[src/rtl/decoding_block_if.sv]
// decoding_block_if
//   Groups the symbol-side inputs and byte-side outputs of the lane decoder.
//   master : symbol source / byte sink (deserializer + RX path side)
//   slave  : the decoder itself
// Signals:
//   enable, gen_speed[1:0]         block enable and link generation select
//   lane_0_rx_enc, lane_1_rx_enc   132-bit deserialized lane symbols
//   sym_valid                      one-cycle strobe, symbol inputs valid
//   lane_0_rx, lane_1_rx           decoded bytes
//   rx_valid, sym_start, os_flag   byte qualifiers
//   sync_err, ovf_err              one-cycle error pulses
interface decoding_block_if;
  logic         enable;
  logic [1:0]   gen_speed;
  logic [131:0] lane_0_rx_enc;
  logic [131:0] lane_1_rx_enc;
  logic         sym_valid;
  logic [7:0]   lane_0_rx;
  logic [7:0]   lane_1_rx;
  logic         rx_valid;
  logic         sym_start;
  logic         os_flag;
  logic         sync_err;
  logic         ovf_err;

  modport master (
    output enable, gen_speed, lane_0_rx_enc, lane_1_rx_enc, sym_valid,
    input  lane_0_rx, lane_1_rx, rx_valid, sym_start, os_flag, sync_err, ovf_err
  );

  modport slave (
    input  enable, gen_speed, lane_0_rx_enc, lane_1_rx_enc, sym_valid,
    output lane_0_rx, lane_1_rx, rx_valid, sym_start, os_flag, sync_err, ovf_err
  );
endinterface

[src/rtl/decoding_block.sv]
// decoding_block
//   Receive-side lane decoder. Checks sync headers of two deserialized lane
//   symbols, strips them and unloads the payload one byte per lane per clock.
//   Gen3 = 128b/132b (16 bytes), Gen2 = 64b/66b (8 bytes), Gen4 = byte
//   pass-through of [7:0].
// Ports:
//   enc_clk  block clock
//   rst      asynchronous, active-low reset
//   bus      decoding_block_if.slave (enable, gen_speed, symbols, bytes, flags)
module decoding_block #(
  parameter logic [3:0] HDR3_OS = 4'b0101,
  parameter logic [3:0] HDR3_TP = 4'b1010,
  parameter logic [1:0] HDR2_OS = 2'b01,
  parameter logic [1:0] HDR2_TP = 2'b10
) (
  input logic             enc_clk,
  input logic             rst,
  decoding_block_if.slave bus
);

  localparam logic [0:0] IDLE   = 1'b0;
  localparam logic [0:0] UNLOAD = 1'b1;

  logic [0:0]   state_q, state_d;
  logic [3:0]   idx_q, idx_d;         // index of the byte currently on the outputs
  logic         gen3_q, gen3_d;       // latched speed: 1 = Gen3, 0 = Gen2
  logic [127:0] pay0_q, pay0_d;       // remaining payload, next byte in [7:0]
  logic [127:0] pay1_q, pay1_d;
  logic [7:0]   lane0_q, lane0_d;
  logic [7:0]   lane1_q, lane1_d;
  logic         rx_valid_q, rx_valid_d;
  logic         sym_start_q, sym_start_d;
  logic         os_flag_q, os_flag_d;
  logic         sync_err_q, sync_err_d;
  logic         ovf_err_q, ovf_err_d;

  logic         sel_gen3;
  logic         sel_gen4;
  logic         last_byte;
  logic         mid_unload;
  logic         hdr_ok;
  logic         hdr_os;
  logic [127:0] new_pay0;
  logic [127:0] new_pay1;

  assign sel_gen3   = (bus.gen_speed == 2'd1);
  assign sel_gen4   = (bus.gen_speed == 2'd0) || (bus.gen_speed == 2'd3);
  assign last_byte  = gen3_q ? (idx_q == 4'd15) : (idx_q == 4'd7);
  // A new symbol is only accepted from IDLE or on the last-byte cycle.
  assign mid_unload = (state_q == UNLOAD) && !last_byte;

  // Header check and payload extraction for the speed currently requested.
  always_comb begin
    hdr_ok   = 1'b0;
    hdr_os   = 1'b0;
    new_pay0 = '0;
    new_pay1 = '0;
    if (sel_gen3) begin
      hdr_ok   = (bus.lane_0_rx_enc[3:0] == bus.lane_1_rx_enc[3:0]) &&
                 ((bus.lane_0_rx_enc[3:0] == HDR3_OS) || (bus.lane_0_rx_enc[3:0] == HDR3_TP));
      hdr_os   = (bus.lane_0_rx_enc[3:0] == HDR3_OS);
      new_pay0 = bus.lane_0_rx_enc[131:4];
      new_pay1 = bus.lane_1_rx_enc[131:4];
    end else begin
      hdr_ok   = (bus.lane_0_rx_enc[1:0] == bus.lane_1_rx_enc[1:0]) &&
                 ((bus.lane_0_rx_enc[1:0] == HDR2_OS) || (bus.lane_0_rx_enc[1:0] == HDR2_TP));
      hdr_os   = (bus.lane_0_rx_enc[1:0] == HDR2_OS);
      new_pay0 = {64'd0, bus.lane_0_rx_enc[65:2]};
      new_pay1 = {64'd0, bus.lane_1_rx_enc[65:2]};
    end
  end

  always_comb begin
    state_d     = state_q;
    idx_d       = idx_q;
    gen3_d      = gen3_q;
    pay0_d      = pay0_q;
    pay1_d      = pay1_q;
    lane0_d     = 8'd0;
    lane1_d     = 8'd0;
    rx_valid_d  = 1'b0;
    sym_start_d = 1'b0;
    os_flag_d   = os_flag_q;
    sync_err_d  = 1'b0;
    ovf_err_d   = 1'b0;

    if (!bus.enable) begin
      state_d   = IDLE;
      idx_d     = 4'd0;
      gen3_d    = 1'b0;
      pay0_d    = '0;
      pay1_d    = '0;
      os_flag_d = 1'b0;
    end else if (mid_unload) begin
      // Continue the current symbol; any new strobe here is an overrun.
      lane0_d    = pay0_q[7:0];
      lane1_d    = pay1_q[7:0];
      pay0_d     = pay0_q >> 8;
      pay1_d     = pay1_q >> 8;
      rx_valid_d = 1'b1;
      idx_d      = idx_q + 4'd1;
      ovf_err_d  = bus.sym_valid;
    end else if (bus.sym_valid) begin
      idx_d = 4'd0;
      if (sel_gen4) begin
        lane0_d     = bus.lane_0_rx_enc[7:0];
        lane1_d     = bus.lane_1_rx_enc[7:0];
        rx_valid_d  = 1'b1;
        sym_start_d = 1'b1;
        os_flag_d   = 1'b0;
        state_d     = IDLE;
      end else begin
        gen3_d = sel_gen3;
        if (hdr_ok) begin
          // Byte 0 goes straight out; the rest is parked in the shifters.
          lane0_d     = new_pay0[7:0];
          lane1_d     = new_pay1[7:0];
          pay0_d      = new_pay0 >> 8;
          pay1_d      = new_pay1 >> 8;
          rx_valid_d  = 1'b1;
          sym_start_d = 1'b1;
          os_flag_d   = hdr_os;
          state_d     = UNLOAD;
        end else begin
          sync_err_d = 1'b1;
          state_d    = IDLE;
        end
      end
    end else begin
      state_d = IDLE;
      idx_d   = 4'd0;
    end
  end

  always_ff @(posedge enc_clk or negedge rst) begin
    if (!rst) begin
      state_q     <= IDLE;
      idx_q       <= 4'd0;
      gen3_q      <= 1'b0;
      pay0_q      <= '0;
      pay1_q      <= '0;
      lane0_q     <= 8'd0;
      lane1_q     <= 8'd0;
      rx_valid_q  <= 1'b0;
      sym_start_q <= 1'b0;
      os_flag_q   <= 1'b0;
      sync_err_q  <= 1'b0;
      ovf_err_q   <= 1'b0;
    end else begin
      state_q     <= state_d;
      idx_q       <= idx_d;
      gen3_q      <= gen3_d;
      pay0_q      <= pay0_d;
      pay1_q      <= pay1_d;
      lane0_q     <= lane0_d;
      lane1_q     <= lane1_d;
      rx_valid_q  <= rx_valid_d;
      sym_start_q <= sym_start_d;
      os_flag_q   <= os_flag_d;
      sync_err_q  <= sync_err_d;
      ovf_err_q   <= ovf_err_d;
    end
  end

  assign bus.lane_0_rx = lane0_q;
  assign bus.lane_1_rx = lane1_q;
  assign bus.rx_valid  = rx_valid_q;
  assign bus.sym_start = sym_start_q;
  assign bus.os_flag   = os_flag_q;
  assign bus.sync_err  = sync_err_q;
  assign bus.ovf_err   = ovf_err_q;

endmodule

[src/flat_wrapper.sv]
// flat-port wrapper written by rule: the top's interface ports become plain ports
module decoding_block_flat 
#(
  parameter logic [3:0] HDR3_OS = 4'b0101,
  parameter logic [3:0] HDR3_TP = 4'b1010,
  parameter logic [1:0] HDR2_OS = 2'b01,
  parameter logic [1:0] HDR2_TP = 2'b10
)
  (enc_clk, rst, bus_enable, bus_gen_speed, bus_lane_0_rx_enc, bus_lane_1_rx_enc, bus_sym_valid, bus_lane_0_rx, bus_lane_1_rx, bus_rx_valid, bus_sym_start, bus_os_flag, bus_sync_err, bus_ovf_err);
  decoding_block_if bus_i ();
  input logic enc_clk;
  input logic rst;
  input wire logic [$bits(bus_i.enable)-1:0] bus_enable;
  input wire logic [$bits(bus_i.gen_speed)-1:0] bus_gen_speed;
  input wire logic [$bits(bus_i.lane_0_rx_enc)-1:0] bus_lane_0_rx_enc;
  input wire logic [$bits(bus_i.lane_1_rx_enc)-1:0] bus_lane_1_rx_enc;
  input wire logic [$bits(bus_i.sym_valid)-1:0] bus_sym_valid;
  output wire logic [$bits(bus_i.lane_0_rx)-1:0] bus_lane_0_rx;
  output wire logic [$bits(bus_i.lane_1_rx)-1:0] bus_lane_1_rx;
  output wire logic [$bits(bus_i.rx_valid)-1:0] bus_rx_valid;
  output wire logic [$bits(bus_i.sym_start)-1:0] bus_sym_start;
  output wire logic [$bits(bus_i.os_flag)-1:0] bus_os_flag;
  output wire logic [$bits(bus_i.sync_err)-1:0] bus_sync_err;
  output wire logic [$bits(bus_i.ovf_err)-1:0] bus_ovf_err;
  assign bus_i.enable = bus_enable;
  assign bus_i.gen_speed = bus_gen_speed;
  assign bus_i.lane_0_rx_enc = bus_lane_0_rx_enc;
  assign bus_i.lane_1_rx_enc = bus_lane_1_rx_enc;
  assign bus_i.sym_valid = bus_sym_valid;
  assign bus_lane_0_rx = bus_i.lane_0_rx;
  assign bus_lane_1_rx = bus_i.lane_1_rx;
  assign bus_rx_valid = bus_i.rx_valid;
  assign bus_sym_start = bus_i.sym_start;
  assign bus_os_flag = bus_i.os_flag;
  assign bus_sync_err = bus_i.sync_err;
  assign bus_ovf_err = bus_i.ovf_err;
  decoding_block #(.HDR3_OS(HDR3_OS), .HDR3_TP(HDR3_TP), .HDR2_OS(HDR2_OS), .HDR2_TP(HDR2_TP)) u_core (.enc_clk(enc_clk), .rst(rst), .bus(bus_i));
endmodule
[config.mk]
export PLATFORM = sky130hd
export DESIGN_NAME = decoding_block_flat
export DESIGN_NICKNAME = d
export VERILOG_FILES = /design/src/rtl/decoding_block_if.sv /design/src/rtl/decoding_block.sv /design/src/flat_wrapper.sv
export SDC_FILE = /design/constraint.sdc
export NUM_CORES = 1
export LEC_CHECK = 0
export ABC_CLOCK_PERIOD_IN_PS = 2700
export CORE_MARGIN = 5
export CORE_UTILIZATION = 53
export CTS_BUF_LIST = sky130_fd_sc_hd__clkbuf_4
export DETAILED_ROUTE_END_ITERATION = 8
export PLACE_DENSITY = 0.83
export SLEW_MARGIN = 40
export SYNTH_ARGS = -nofsm -noshare
export SYNTH_HDL_FRONTEND = slang
export SYNTH_SLANG_ARGS = --single-unit
export TNS_END_PERCENT = 5
[constraint.sdc]
create_clock -name enc_clk -period 2.7 [get_ports enc_clk]
set_clock_uncertainty 0.2 [all_clocks]
set_input_delay 0.54 -clock enc_clk [delete_from_list [all_inputs] [get_ports enc_clk]]
set_output_delay 0.54 -clock enc_clk [all_outputs]
set_load 0.005 [all_outputs]
# Yosys cells after proc, flatten, opt, wreduce, memory -nomap -nowiden
# Index checks and enable logic that the tools add are counted.
# op_classes
n_addsub,1
eq_ne,17
mux,54
reduce_logical,11
# ops
operator,count
$mux W128,12
$mux W8,10
$mux W1,30
$ne A3 B1 Y1 const B,3
$reduce_and A3 Y1,3
$eq A4 B3 Y1 const B,2
$eq A4 B4 Y1 const B,2
$mux W4,2
$add A4 B1 Y4 const B,1
$eq A2 B1 Y1 const B,2
$eq A2 B2 Y1 const B,2
$eq A4 B4 Y1,1
$ne A2 B2 Y1 const B,2
$logic_and A1 B1 Y1,3
$logic_or A1 B1 Y1,3
$ne A3 B3 Y1 const B,1
$eq A2 B2 Y1,1
$logic_not A2 Y1,1
$ne A2 B1 Y1 const B,1
$logic_not A1 Y1,1
# word_totals
word_cells,95
register_bits,283

# Logic depth before layout (Yosys ltp)
# depth
ltp_word,9
ltp_mapped,11

# Least setup slack after synthesis
# No wires, ideal clock.
# synth_path
path_type,in2reg
startpoint,input port bus_gen_speed[1]
endpoint,register u_core.pay0_q[111]
slack_ns,0.159
required_time_ns,2.374
t_arrival_ns,2.216
path_stages,10
path_buffers,3
path_cell_list,inv_1 > ha_1 > and2b_1 > nand4_1 > o211a_1 > buf_4 > buf_12 > buf_4 > a221oi_1 > nor2_1
# synth_between
elab_chain_len,7
elab_cells_between_ends,14
# synth_lines
element,line_no,source
from (decl),flat_wrapper.sv:14,input wire logic [$bits(bus_i.gen_speed)-1:0] bus_gen_speed;
$eq A2 B1 Y1,decoding_block.sv:46,assign sel_gen3 = (bus.gen_speed == 2'd1);
$mux W128,decoding_block.sv:58,if (sel_gen3) begin
$mux W128,decoding_block.sv:114,if (hdr_ok) begin
$mux W128,decoding_block.sv:105,if (sel_gen4) begin
$mux W128,decoding_block.sv:103,end else if (bus.sym_valid) begin
$mux W128,decoding_block.sv:94,end else if (mid_unload) begin
$mux W128,decoding_block.sv:87,if (!bus.enable) begin
to (signal assigned),decoding_block.sv:153,pay0_q <= pay0_d;
to (decl),decoding_block.sv:27,"logic [127:0] pay0_q, pay0_d;"
# Parallel ways exist; a longest one is shown, timed or not. The select of a mux whose other input is x is not followed.
# A chain may end at the register's enable or synchronous reset.

# Worst setup path in the final report
# layout_path
startpoint,input port bus_lane_0_rx_enc[0]
endpoint,register u_core.pay0_q[20]
# layout_between
elab_chain_len,6
elab_cells_between_ends,13
# layout_lines
element,line_no,source
from (decl),flat_wrapper.sv:15,input wire logic [$bits(bus_i.lane_0_rx_enc)-1:0] bus_lane_0_rx_enc;
"$eq A4 B3 Y1, or another cell as far along",decoding_block.sv:60,((bus.lane_0_rx_enc[3:0] == HDR3_OS) || (bus.lane_0_rx_enc[3:0] == HDR3_TP));
"$logic_or A1 B1 Y1, on equally long branches","decoding_block.sv:60, decoding_block.sv:66",
"$logic_and A1 B1 Y1, on equally long branches","decoding_block.sv:59, decoding_block.sv:65",
$mux W1 *,decoding_block.sv:58,
$ne A3 B1 Y1 (no line) *,-,
$reduce_and A3 Y1 (no line) *,-,
# Mark *: on every way between the ends. The rest lies on a longest branch, timed or not.

==> metrics.yaml <==
sta:
  worst_pin_slew_ps: 738
  slew_violations: 0
  maxSlewHeadroom_pct: 50.8
  final-hold-violation-count: 0
  post-route-period-util_pct: 90.6
  tns_ps: 0
  finalSetupViolCount: 0
  rsz0062_at_grt: "false"
  timing.final.ws_setup_ps: 253
  fin_crit_ps: 2450
  max_freq_ghz: 0.409
global_routing:
  grt_pass1_vias: 12449
  track_usage_pct: 27.4
  grt_pass1_wl_microns: 64400
  grt_start_max_net_pins: 149
  antenna_found_initial: 7
  grt_overflow_total: 0
finish:
  final_area_sq_um: 18500
  layout-drive-gt1-share_pct: 14.5
  postLayoutCoreUtil_pct: 71.7
  layout_common_cells: "nand2_1, clkdlybuf4s50_1, dfrtp_1, nor2_1, mux2i_1"
  layout.nets: 2010
  fillers: 1934
  syn2layout_area_growth_pct: 34.6
  final_common_cell: "nand2_1"
cts:
  clockBufferDepth: 3
  cts_tree: "done"
  path_clk_slew_ps: 70
  htree_levels: 3
  clkLatencyLatePin_ps: 670
  cts_inserted_buffers: 73
  numClockSinks: 267
  cts_resized: 0
  post_cts_buffers: 0
  root_buffer: "clkbuf_4"
placement:
  numPortBuffers: 290
  place_hpwl_microns: 28700
  place_area_sq_um: 17500
  post-place-ws_ps: -347
  gp_congestion: 0.864
routing:
  drc_errors: 0
  ant_nets: 0
  viasPerCell: 5.78
  drt_iter0_markers: 1172
  routedWlPerCell_microns: 19.1
  vias: 12304
  dr.pass1.iters: 5
  totalWireLength_microns: 40500
logic_synthesis:
  ys_warn_count: 0
  synth-edff-count: 0
  yosysUniqueCellTypes: 41
  syn_nets: 1691
  syn_inst: 1417
  ys_seq_area_share_pct: 48.7
  synth.avg_cell_area_sq_um: 9.69
  synth_ff_type: "dfrtp_1"
  syn_area_sq_um: 13700
  ys_seq_elements: 267
  async_flop_share_pct: 100
power_and_ir_drop:
  seqPwrFrac_pct: 45.5
  cell_internal_pwr_w: 0.00733
  max-vdd-ir-drop_v: 0.000335
  power_density_nw_per_um2: 555
  p_clk_share_pct: 36.1
  combPwrFrac_pct: 18.5
  power_w: 0.0102
  p_sw_w: 0.00292
  p_sw_share_pct: 28.5
  p_leak_nw: 8.63
status:
  status: "finished, final reports clean"
critical_path:
  r2r_slack_ps: 270
  critPathMostFrequentCell: "nand2_1"
  arrival_ps: 2830
  critPathKind: "in2reg"
  cp-end-kind: "flip-flop"
  cp_cell_sequence: "clkdlybuf4s50_1 -> inv_1 -> ha_1 -> and4bb_1 -> a221oi_4 -> o211a_4 -> buf_12 -> nand2_1 -> nand2_1"
  path_max_fanout: 86
  crit_family: "buffers and inverters"
  crit_buf_inv: 3
  worstPathRequired_ps: 3080
  start_kind: "input pin"
  cpMaxStageDelayCell: "clkdlybuf4s50_1"
  cpPeakStageDelay_ps: 510
floorplan:
  fp.dieArea_sq_um: 29200
  start_util_pct: 53.3
  core_region_area_sq_um: 25800
  io_pins: 291
  placementRows: 59
  die-height_microns: 171
  die_w_microns: 171
run:
  drv_cap: 0
hold_path:
  hp-class: "in2reg"
flip-flops by register name, summed over array words and instances, names as in the netlist, 4 cells and up:
name,count
u_core.pay0_q,120
u_core.bus.lane_0_rx,8
u_core.pay1_q,120
u_core.bus.lane_1_rx,8
u_core.idx_q,4
worst register-to-register path: cells and delay by family (launching register included):
family | cells | cell delay [ps]
AND/OR/NAND/NOR | 3 | 690
buffers and inverters | 2 | 560
flip-flops | 1 | 400
AO/OA/AOI/OAI | 2 | 270
adder cells (fa/ha/maj) | 1 | 230
what timing repair did:
item | in CTS | in global routing
endpoints found under the setup margin | 0 | 0
hold buffers | 1 | 0
endpoints found under the hold margin | 129 | 0
power by group through the flow:
stage / Combinational, W / Clock (W) / Sequential (W)
2_1_floorplan: 0.000966 / 0 / 0.00463
3_3_place_gp: 0.00184 / 0 / 0.00470
3_5_place_dp: 0.00189 / 0 / 0.00472
4_1_cts: 0.00191 / 0.00377 / 0.00465
5_1_grt: 0.00209 / 0.00399 / 0.00469
6_report: 0.00189 / 0.00370 / 0.00466
per-stage QoR:
| step | cells | hold WS (ps) |
|---|---|---|
| global placement | 1993 | 245 |
| global route | 2127 | 99.1 |
| CTS | 2126 | 76.8 |
| finish | 2128 | 108 |
| floorplan | 1417 | 44.4 |
| detailed placement | 1995 | 256 |
cells in the mapped netlist (all sizes together) (2+ instances only):
| cell type | n | area [sq um] |
|---|---|---|
| and4bb | 2 | 25.0 |
| xor2 | 2 | 17.5 |
| ha | 4 | 50.1 |
| o2111ai | 112 | 981 |
| dfrtp | 267 | 6680 |
| nand3 | 3 | 15.0 |
| buf | 68 | 442 |
| a221oi | 113 | 1260 |
| xnor2 | 3 | 26.3 |
| a22oi | 17 | 128 |
| clkbuf | 66 | 248 |
| nand2b | 3 | 18.8 |
| and3 | 2 | 12.5 |
| nand2 | 342 | 1280 |
| o211ai | 2 | 20.0 |
| nor3 | 3 | 15.0 |
| inv | 5 | 18.8 |
| o21a | 3 | 22.5 |
| a22o | 16 | 140 |
| o21ai | 18 | 93.8 |
| mux2i | 128 | 1280 |
| nor2 | 229 | 860 |
path summary, 6_finish.rpt:
kind                                           to                  from  cells past startpoint
worst max-delay path            u_core.pay0_q[20]  bus_lane_0_rx_enc[0]                      9
worst min-delay path                u_core.gen3_q            bus_enable                      4
worst max register to register  u_core.pay0_q[96]       u_core.idx_q[0]                      8
worst min register to register    u_core.idx_q[0]       u_core.idx_q[0]                      1
max in group asynchronous       u_core.pay1_q[45]                   rst                      4
min in group asynchronous       u_core.pay0_q[13]                   rst                      2
final cells by class:
cell class              count  area, sq um  share of cell area [%]
diodes                      2         5.00                  0.0271
well taps                 335          419                    2.27
clock inverters            19          116                   0.630
inverters                   5         18.8                   0.102
multi-input cells        1011         6390                    34.6
repair buffers            378         4010                    21.7
flip-flops and latches    267         6680                    36.2
clock buffers             111          833                    4.51
cell families (layout without fill, tap and decap cells):
kind of cell / after synthesis / after routing / share of synthesized area (%)
AND/OR/NAND/NOR: 589 / 589 / 16.6
other: 0 / 2 / 0
AO/OA/AOI/OAI: 285 / 285 / 19.5
XOR/XNOR: 5 / 5 / 0.319
buffers and inverters: 139 / 513 / 5.16
adder cells (fa/ha/maj): 4 / 4 / 0.365
flip-flops: 267 / 267 / 48.7
multiplexers: 128 / 128 / 9.34
layer usage:
metal / up-vias / GRT usage (%) / wire length [microns] / share of wire, %
met1: 5940 / 35.2 / 16200 / 40
met3: 58 / 7.35 / 3630 / 9.0
met4: 8 / 7.06 / 634 / 1.6
li1: 5817 / - / - / -
met5: - / 0 / 61 / 0.15
met2: 481 / 46.3 / 20000 / 49
Note: power is estimated with default switching activity, not from simulation.
